<file path="config.mk">
export PLATFORM = sky130hd
export DESIGN_NAME = multicycle_cpu
export DESIGN_NICKNAME = d
export VERILOG_FILES = /design/src/rtl/cpu_pkg.sv /design/src/rtl/reg_file.sv /design/src/rtl/multicycle_cpu.sv
export SDC_FILE = /design/constraint.sdc
export NUM_CORES = 2
export LEC_CHECK = 0
export BUFFER_PORTS_ARGS = -buffer_cell sky130_fd_sc_hd__clkbuf_2
export CAP_MARGIN = 20
export CELL_PAD_IN_SITES_DETAIL_PLACEMENT = 1
export CELL_PAD_IN_SITES_GLOBAL_PLACEMENT = 1
export CORE_AREA = 2 2 371 373
export CTS_CLUSTER_DIAMETER = 80
export DETAILED_ROUTE_END_ITERATION = 6
export DIE_AREA = 0 0 373 375
export GPL_ROUTABILITY_DRIVEN = 1
export MAX_ROUTING_LAYER = met4
export PLACE_DENSITY_LB_ADDON = 0.12
export SYNTH_ARGS = -nofsm -noshare
export SYNTH_HDL_FRONTEND = slang
export SYNTH_SLANG_ARGS = --single-unit
</file>
<file path="constraint.sdc">
create_clock -name clk -period 5.55 [get_ports clk]
set_input_delay 1.11 -clock clk [delete_from_list [all_inputs] [get_ports clk]]
set_output_delay 1.11 -clock clk [all_outputs]
set_load 0.01 [all_outputs]
</file>
<file path="src/rtl/cpu_pkg.sv">
// Shared types and constants for the multicycle RV32I-subset core.
package cpu_pkg;

    typedef enum logic [2:0] {
        S_FETCH,
        S_DECODE,
        S_EXECUTE,
        S_MEMORY,
        S_WRITEBACK,
        S_HALT
    } state_t;

    localparam logic [6:0] OP_R      = 7'h33;
    localparam logic [6:0] OP_I      = 7'h13;
    localparam logic [6:0] OP_LOAD   = 7'h03;
    localparam logic [6:0] OP_STORE  = 7'h23;
    localparam logic [6:0] OP_BRANCH = 7'h63;
    localparam logic [6:0] OP_JAL    = 7'h6F;
    localparam logic [6:0] OP_LUI    = 7'h37;

    typedef enum logic [2:0] {
        ALU_ADD,
        ALU_SUB,
        ALU_AND,
        ALU_OR,
        ALU_SLT
    } alu_ctrl_t;

    typedef enum logic [2:0] {
        IMM_I,
        IMM_S,
        IMM_B,
        IMM_U,
        IMM_J
    } imm_type_t;

endpackage

</file>
<file path="src/rtl/reg_file.sv">
// 32-entry register file: two async read ports, one sync write port, x0 fixed at zero.
module reg_file #(
    parameter int DATA_WIDTH = 32
) (
    input  logic                  i_clk,
    input  logic                  i_rst_n,
    input  logic                  i_we,
    input  logic [4:0]            i_waddr,
    input  logic [DATA_WIDTH-1:0] i_wdata,
    input  logic [4:0]            i_raddr1,
    input  logic [4:0]            i_raddr2,
    output logic [DATA_WIDTH-1:0] o_rdata1,
    output logic [DATA_WIDTH-1:0] o_rdata2,
    output logic [DATA_WIDTH-1:0] o_a0
);

    logic [DATA_WIDTH-1:0] r_regs [0:31];

    always_ff @(posedge i_clk) begin
        if (!i_rst_n) begin
            for (int i = 0; i < 32; i++) r_regs[i] <= '0;
        end else if (i_we && (i_waddr != 5'd0)) begin
            r_regs[i_waddr] <= i_wdata;
        end
    end

    assign o_rdata1 = (i_raddr1 == 5'd0) ? '0 : r_regs[i_raddr1];
    assign o_rdata2 = (i_raddr2 == 5'd0) ? '0 : r_regs[i_raddr2];
    assign o_a0     = r_regs[10];

endmodule

</file>
<file path="src/rtl/multicycle_cpu.sv">
// Multicycle RV32I-subset core sharing one memory port between fetch and load/store.
// Optional performance counters are built when MULTICYCLE_PERFCNT_EN is defined.
module multicycle_cpu
    import cpu_pkg::*;
#(
    parameter int                    DATA_WIDTH = 32,
    parameter int                    ADDR_WIDTH = 32,
    parameter logic [ADDR_WIDTH-1:0] RESET_PC   = '0
) (
    input  logic                  clk,
    input  logic                  rst,
    output logic                  mem_req,
    output logic                  mem_we,
    output logic [ADDR_WIDTH-1:0] mem_addr,
    output logic [DATA_WIDTH-1:0] mem_wdata,
    input  logic [DATA_WIDTH-1:0] mem_rdata,
    input  logic                  mem_ready,
    output logic [DATA_WIDTH-1:0] a0,
    output logic                  retire,
    output logic                  halt,
    output logic [DATA_WIDTH-1:0] cycle_cnt,
    output logic [DATA_WIDTH-1:0] instret_cnt
);

    state_t                r_state, w_next;
    logic [ADDR_WIDTH-1:0] r_pc, r_old_pc, r_target;
    logic [31:0]           r_ir;
    logic [DATA_WIDTH-1:0] r_a, r_b, r_aluout, r_mdr;

    logic [6:0]            w_opcode;
    logic                  w_legal, w_taken, w_retire, w_rf_we;
    imm_type_t             w_imm_type;
    logic [31:0]           w_imm32;
    logic [DATA_WIDTH-1:0] w_imm, w_alu_b, w_alu_res, w_rf_wdata, w_rs1_val, w_rs2_val;
    alu_ctrl_t             w_alu_ctrl;

    assign w_opcode = r_ir[6:0];
    assign w_legal  = w_opcode inside {OP_R, OP_I, OP_LOAD, OP_STORE, OP_BRANCH, OP_JAL, OP_LUI};
    assign w_taken  = r_ir[12] ? (r_a != r_b) : (r_a == r_b);

    always_comb begin
        case (w_opcode)
            OP_STORE:  w_imm_type = IMM_S;
            OP_BRANCH: w_imm_type = IMM_B;
            OP_JAL:    w_imm_type = IMM_J;
            OP_LUI:    w_imm_type = IMM_U;
            default:   w_imm_type = IMM_I;
        endcase
        case (w_imm_type)
            IMM_S:   w_imm32 = {{20{r_ir[31]}}, r_ir[31:25], r_ir[11:7]};
            IMM_B:   w_imm32 = {{19{r_ir[31]}}, r_ir[31], r_ir[7], r_ir[30:25], r_ir[11:8], 1'b0};
            IMM_J:   w_imm32 = {{11{r_ir[31]}}, r_ir[31], r_ir[19:12], r_ir[20], r_ir[30:21], 1'b0};
            IMM_U:   w_imm32 = {r_ir[31:12], 12'b0};
            default: w_imm32 = {{20{r_ir[31]}}, r_ir[31:20]};
        endcase
    end

    assign w_imm = DATA_WIDTH'(signed'(w_imm32));

    always_comb begin
        w_alu_ctrl = ALU_ADD;
        if (w_opcode == OP_R) begin
            case (r_ir[14:12])
                3'b000:  w_alu_ctrl = r_ir[30] ? ALU_SUB : ALU_ADD;
                3'b111:  w_alu_ctrl = ALU_AND;
                3'b110:  w_alu_ctrl = ALU_OR;
                3'b010:  w_alu_ctrl = ALU_SLT;
                default: w_alu_ctrl = ALU_ADD;
            endcase
        end
    end

    assign w_alu_b = (w_opcode == OP_R) ? r_b : w_imm;

    always_comb begin
        case (w_alu_ctrl)
            ALU_SUB: w_alu_res = r_a - w_alu_b;
            ALU_AND: w_alu_res = r_a & w_alu_b;
            ALU_OR:  w_alu_res = r_a | w_alu_b;
            ALU_SLT: w_alu_res = {{(DATA_WIDTH-1){1'b0}}, ($signed(r_a) < $signed(w_alu_b))};
            default: w_alu_res = r_a + w_alu_b;
        endcase
    end

    // r_pc already holds old_pc+4 by writeback, so it doubles as the jal link value.
    always_comb begin
        case (w_opcode)
            OP_LOAD: w_rf_wdata = r_mdr;
            OP_JAL:  w_rf_wdata = DATA_WIDTH'(r_pc);
            OP_LUI:  w_rf_wdata = w_imm;
            default: w_rf_wdata = r_aluout;
        endcase
    end

    always_ff @(posedge clk) begin
        if (!rst) r_state <= S_FETCH;
        else      r_state <= w_next;
    end

    always_comb begin
        w_next    = r_state;
        mem_req   = 1'b0;
        mem_we    = 1'b0;
        mem_addr  = r_pc;
        w_retire  = 1'b0;
        w_rf_we   = 1'b0;
        case (r_state)
            S_FETCH: begin
                mem_req = 1'b1;
                if (mem_ready) w_next = S_DECODE;
            end
            S_DECODE: w_next = w_legal ? S_EXECUTE : S_HALT;
            S_EXECUTE: begin
                if (w_opcode == OP_BRANCH) begin
                    w_retire = 1'b1;
                    w_next   = S_FETCH;
                end else if ((w_opcode == OP_LOAD) || (w_opcode == OP_STORE)) begin
                    w_next = S_MEMORY;
                end else begin
                    w_next = S_WRITEBACK;
                end
            end
            S_MEMORY: begin
                mem_req  = 1'b1;
                mem_we   = (w_opcode == OP_STORE);
                mem_addr = ADDR_WIDTH'(r_aluout);
                if (mem_ready) begin
                    w_retire = (w_opcode == OP_STORE);
                    w_next   = (w_opcode == OP_STORE) ? S_FETCH : S_WRITEBACK;
                end
            end
            S_WRITEBACK: begin
                w_rf_we  = 1'b1;
                w_retire = 1'b1;
                w_next   = S_FETCH;
            end
            S_HALT:  w_next = S_HALT;
            default: w_next = S_HALT;
        endcase
    end

    always_ff @(posedge clk) begin
        if (!rst) begin
            r_pc     <= RESET_PC;
            r_old_pc <= '0;
            r_target <= '0;
            r_ir     <= '0;
            r_a      <= '0;
            r_b      <= '0;
            r_aluout <= '0;
            r_mdr    <= '0;
        end else begin
            case (r_state)
                S_FETCH: if (mem_ready) begin
                    r_ir     <= mem_rdata[31:0];
                    r_old_pc <= r_pc;
                    r_pc     <= r_pc + ADDR_WIDTH'(4);
                end
                S_DECODE: begin
                    r_a      <= w_rs1_val;
                    r_b      <= w_rs2_val;
                    r_target <= r_old_pc + ADDR_WIDTH'(signed'(w_imm32));
                end
                S_EXECUTE: begin
                    r_aluout <= w_alu_res;
                    if ((w_opcode == OP_BRANCH) && w_taken) r_pc <= r_target;
                end
                S_MEMORY:    if (mem_ready && (w_opcode == OP_LOAD)) r_mdr <= mem_rdata;
                S_WRITEBACK: if (w_opcode == OP_JAL) r_pc <= r_target;
                default: ;
            endcase
        end
    end

    reg_file #(.DATA_WIDTH(DATA_WIDTH)) u_reg_file (
        .i_clk    (clk),
        .i_rst_n  (rst),
        .i_we     (w_rf_we),
        .i_waddr  (r_ir[11:7]),
        .i_wdata  (w_rf_wdata),
        .i_raddr1 (r_ir[19:15]),
        .i_raddr2 (r_ir[24:20]),
        .o_rdata1 (w_rs1_val),
        .o_rdata2 (w_rs2_val),
        .o_a0     (a0)
    );

    assign mem_wdata = r_b;
    assign retire    = w_retire;
    assign halt      = (r_state == S_HALT);

`ifdef MULTICYCLE_PERFCNT_EN
    logic [DATA_WIDTH-1:0] r_cycle_cnt, r_instret_cnt;

    always_ff @(posedge clk) begin
        if (!rst) begin
            r_cycle_cnt   <= '0;
            r_instret_cnt <= '0;
        end else begin
            r_cycle_cnt <= r_cycle_cnt + DATA_WIDTH'(1);
            if (w_retire) r_instret_cnt <= r_instret_cnt + DATA_WIDTH'(1);
        end
    end

    assign cycle_cnt   = r_cycle_cnt;
    assign instret_cnt = r_instret_cnt;
`else
    assign cycle_cnt   = '0;
    assign instret_cnt = '0;
`endif

endmodule

</file>
==> results.json <==
{
  "run_status": "completed",
  "worstPathCellList": "nand2_1 -> nor4_2 -> nand2_1 -> buf_4 -> o21ai_0 -> nor2_1 -> nor2_1 -> inv_1 -> ha_1 -> nor3b_1 -> o31ai_2 -> a21oi_1 -> a211oi_2 -> o41ai_1 -> buf_4 -> a211oi_1 -> o211ai_1 -> and3_1 -> or4b_1 -> o2bb2ai_1",
  "dieWidth_um": 373,
  "routed.top_layer": "met4",
  "gr-total-overflow": 0,
  "final_standard_cell_area_without_fillers_sq_um": 78930,
  "power.ir.vdd_worst_uv": 250.4,
  "max-slew-margin-rel": 0.2253,
  "power_density_nw_per_um2": 304.6,
  "critical_path.slowest_cell": "o21ai_0",
  "layout.cells.most_common": "nor2_1",
  "worst-path-stages": 20,
  "yosys.cell_types.count": 87,
  "floorplan.rows": 136,
  "r2r_end": "r_aluout[30]",
  "wl_per_cell_um": 34.99,
  "worstRegToRegCells": 20,
  "drt-total-wl_um": 274600,
  "yosys_register_bits": 1293,
  "net_total_in_the_final_layout": 6099,
  "mostFrequentLayoutCells": "nor2_1 (1320), edfxtp_1 (1024), mux4_2 (640), nand2_1 (530), a21oi_1 (350)",
  "yosys_warnings": 0,
  "ys_dominant_reg_cell": "edfxtp_1",
  "wl_met1_um": 101400,
  "place.port_buffers": 134,
  "hold_violations": 0,
  "cellLeakagePower_nw": 26.56,
  "synthArstFlopShare": 0,
  "finalMaxSlewViolations": 0,
  "gpl_wtd_cong": 0.9820,
  "syn_inst": 5899,
  "worstSetupStartpoint": "r_ir[0]",
  "met3WireLength_um": 26220,
  "synth_area_per_cell_sq_um": 11.91,
  "critical_path_buf_inv_count": 3,
  "critPathTopFamily": "compound AO/OA/AOI/OAI gates",
  "timing.critical_path.slowest_cell_delay_ns": 0.64,
  "cts_sinks": 1293,
  "grt_pass1_wl_um": 394000,
  "grt.total_usage": 0.4051,
  "critPathCapture": "r_aluout[30]",
  "core_region_area_sq_um": 136300,
  "critPathLaunchType": "flop",
  "post_dp_cell_area_sq_um": 74180,
  "die_height_um": 375,
  "worst-slew-pin-transition_ns": 1.153,
  "number_of_flops_mapped_to_enable_cells_by_yosys": 1024,
  "maxCapViolations": 0,
  "timing.setup.critical_path_class": "flop to flop",
  "worst_clock_skew_ns": 0.02493,
  "tritoncts.num_buffers": 145,
  "tritoncts": "built",
  "arrival_ns": 6.07,
  "min_path_cells": 2,
  "achievable_frequency_ghz": 0.1879,
  "fin_util": 0.5791,
  "grt_antenna_before_repair": 4,
  "starting_density": 0.5156,
  "met2WireLength_um": 130400,
  "cts.reportedPaths.clkPinSlew_ns": 0.06,
  "first_pass_iters": 6,
  "first_global_vias": 54530,
  "clk-insertion-delay-late_ns": 0.81,
  "fraction_of_the_yosys_area_taken_by_sequential_cells": 0.5141,
  "r2r_start": "r_ir[0]",
  "final_antenna_net_count": 0,
  "fin_tns_setup_ns": 0,
  "netlist_top_cells_area": "edfxtp_1 (44%), mux4_2 (21%), dfxtp_1 (7.7%), nor2_1 (7.1%), nand2_1 (3.2%)",
  "vias": 53610,
  "maximum_count_of_clock_buffers_along_a_single_path": 3,
  "grt_max_degree": 142,
  "cts-root-buf": "clkbuf_16",
  "netlist.top_cell.by_area": "edfxtp_1",
  "netlist_area_sq_um": 70280,
  "areaGrowthSynthToFinish_pct": 12.31,
  "viasPerCell": 6.831,
  "report.final.setup_viol": 0,
  "nFillCells": 13640,
  "grt_setup_unrepaired": "no",
  "min-delay-path-class": "flop to flop",
  "ioPinCount": 199,
  "floorplan.die_area_sq_um": 139900,
  "reg2reg_setup_slack_ns": 0.23,
  "h_tree_level_count": 4,
  "share_of_the_synthesized_area_in_the_top_cell_type": 0.4375,
  "dr.first_iter.drc_count": 7010,
  "finalWorstPathRequiredPeriod_ns": 5.322,
  "dp_hpwl_um": 182100,
  "path_max_fanout": 7,
  "setup_slack_ns": 0.2282,
  "drcViolationCount": 0,
  "post_route_cells_drive_above_1_share": 0.2267,
  "hold_slack_ns": 0.4516,
  "period_share": 0.9589,
  "crit_required_ns": 6.30,
  "placement.setup.worst_slack_ns": 0.1907,
  "cp-end-kind": "flop",
  "cts.hold.buffers_added": 0
}
==> registers in the layout, indices dropped and copies added, names as in the netlist, named ones only <==
name               cells
mem_wdata             32
r_a                   32
r_aluout              32
r_ir                  32
r_mdr                 32
r_old_pc              32
r_pc                  32
r_state                3
r_target              32
u_reg_file.r_regs   1024
==> worst min-delay path by stage <==
stage | start | endpoint | slack [ns]
final | r_target[18] | r_target[18] | 0.45
after global routing | r_target[19] | r_target[19] | 0.48
after CTS | r_target[18] | r_target[18] | 0.45
after detailed placement | r_target[18] | r_target[18] | 0.45
after global placement | r_target[18] | r_target[18] | 0.44
after floorplan | r_target[14] | r_target[14] | 0.43
==> repair_timing <==
item	4_1_cts	5_1_grt
setup buffers	0	0
gates resized for setup	0	4
endpoints found under the setup margin	0	3
==> tightest hold or removal path: cells and delay by family, from the launching register on <==
family	cells	cell delay, ns
flops	1	0.31
compound gates	1	0.05
simple gates	1	0.05
==> final cells by class <==
class / count / area, sq um / area share
clock inverters: 75 / 838.3 / 0.01062
flip-flops and latches: 1293 / 36170 / 0.4582
clock buffers: 191 / 3882 / 0.04919
multi-input cells: 3990 / 32390 / 0.4104
well taps: 1794 / 2245 / 0.02844
diodes: 4 / 10.01 / 0.0001268
inverters: 122 / 465.4 / 0.005897
repair buffers: 380 / 2933 / 0.03716
==> cell usage after synthesis, drive strengths merged, types with 20 or more instances <==
master	number
ha	129
buf	157
edfxtp	1024
a21oi	351
mux2i	73
o21a	22
nor2	1326
nor3	42
o21ai	163
inv	120
dfxtp	269
a211oi	36
nand2	592
mux4	640
xor2	45
a21o	20
a31oi	32
nand4	22
nand3	53
clkbuf	432
xnor2	34
a221oi	43
==> cells by family (layout without fill, tap and decap cells) <==
family | Yosys count | count (layout) | synth area share
AOI/OAI and AO/OA | 818 | 818 | 0.07214
xor gates and xnor gates | 79 | 79 | 0.009845
adders and majority gates | 132 | 132 | 0.02382
buffers and inverters | 711 | 768 | 0.04169
DFF | 1293 | 1293 | 0.5141
muxes | 713 | 713 | 0.2155
other | 1 | 100 | 0.00005336
and+or+nand+nor | 2152 | 2152 | 0.1228
==> per-stage QoR <==
| stage | std cells | total power (W) |
|---|---|---|
| after floorplan | 5994 | 0.01312 |
| after global placement | 7578 | 0.01429 |
| after detailed placement | 7578 | 0.01436 |
| after CTS | 7844 | 0.02403 |
| after global routing | 7848 | 0.02459 |
| final | 7849 | 0.02404 |
==> power breakdown <==
| part | internal, W | switching [W] | total, W |
|---|---|---|---|
| sequential | 0.0108 | 0.000355 | 0.0111 |
| clock | 0.00554 | 0.00425 | 0.00979 |
| combinational | 0.00126 | 0.00187 | 0.00313 |
| total | 0.0176 | 0.00648 | 0.0240 |
==> routing by layer <==
metal	global-route usage	vias to the layer above
met4	0.2131	0
met3	0.07580	840
met1	0.5076	27680
met5	-	-
met2	0.6310	3376
li1	-	21720
Power figures use the tool's default switching activity.
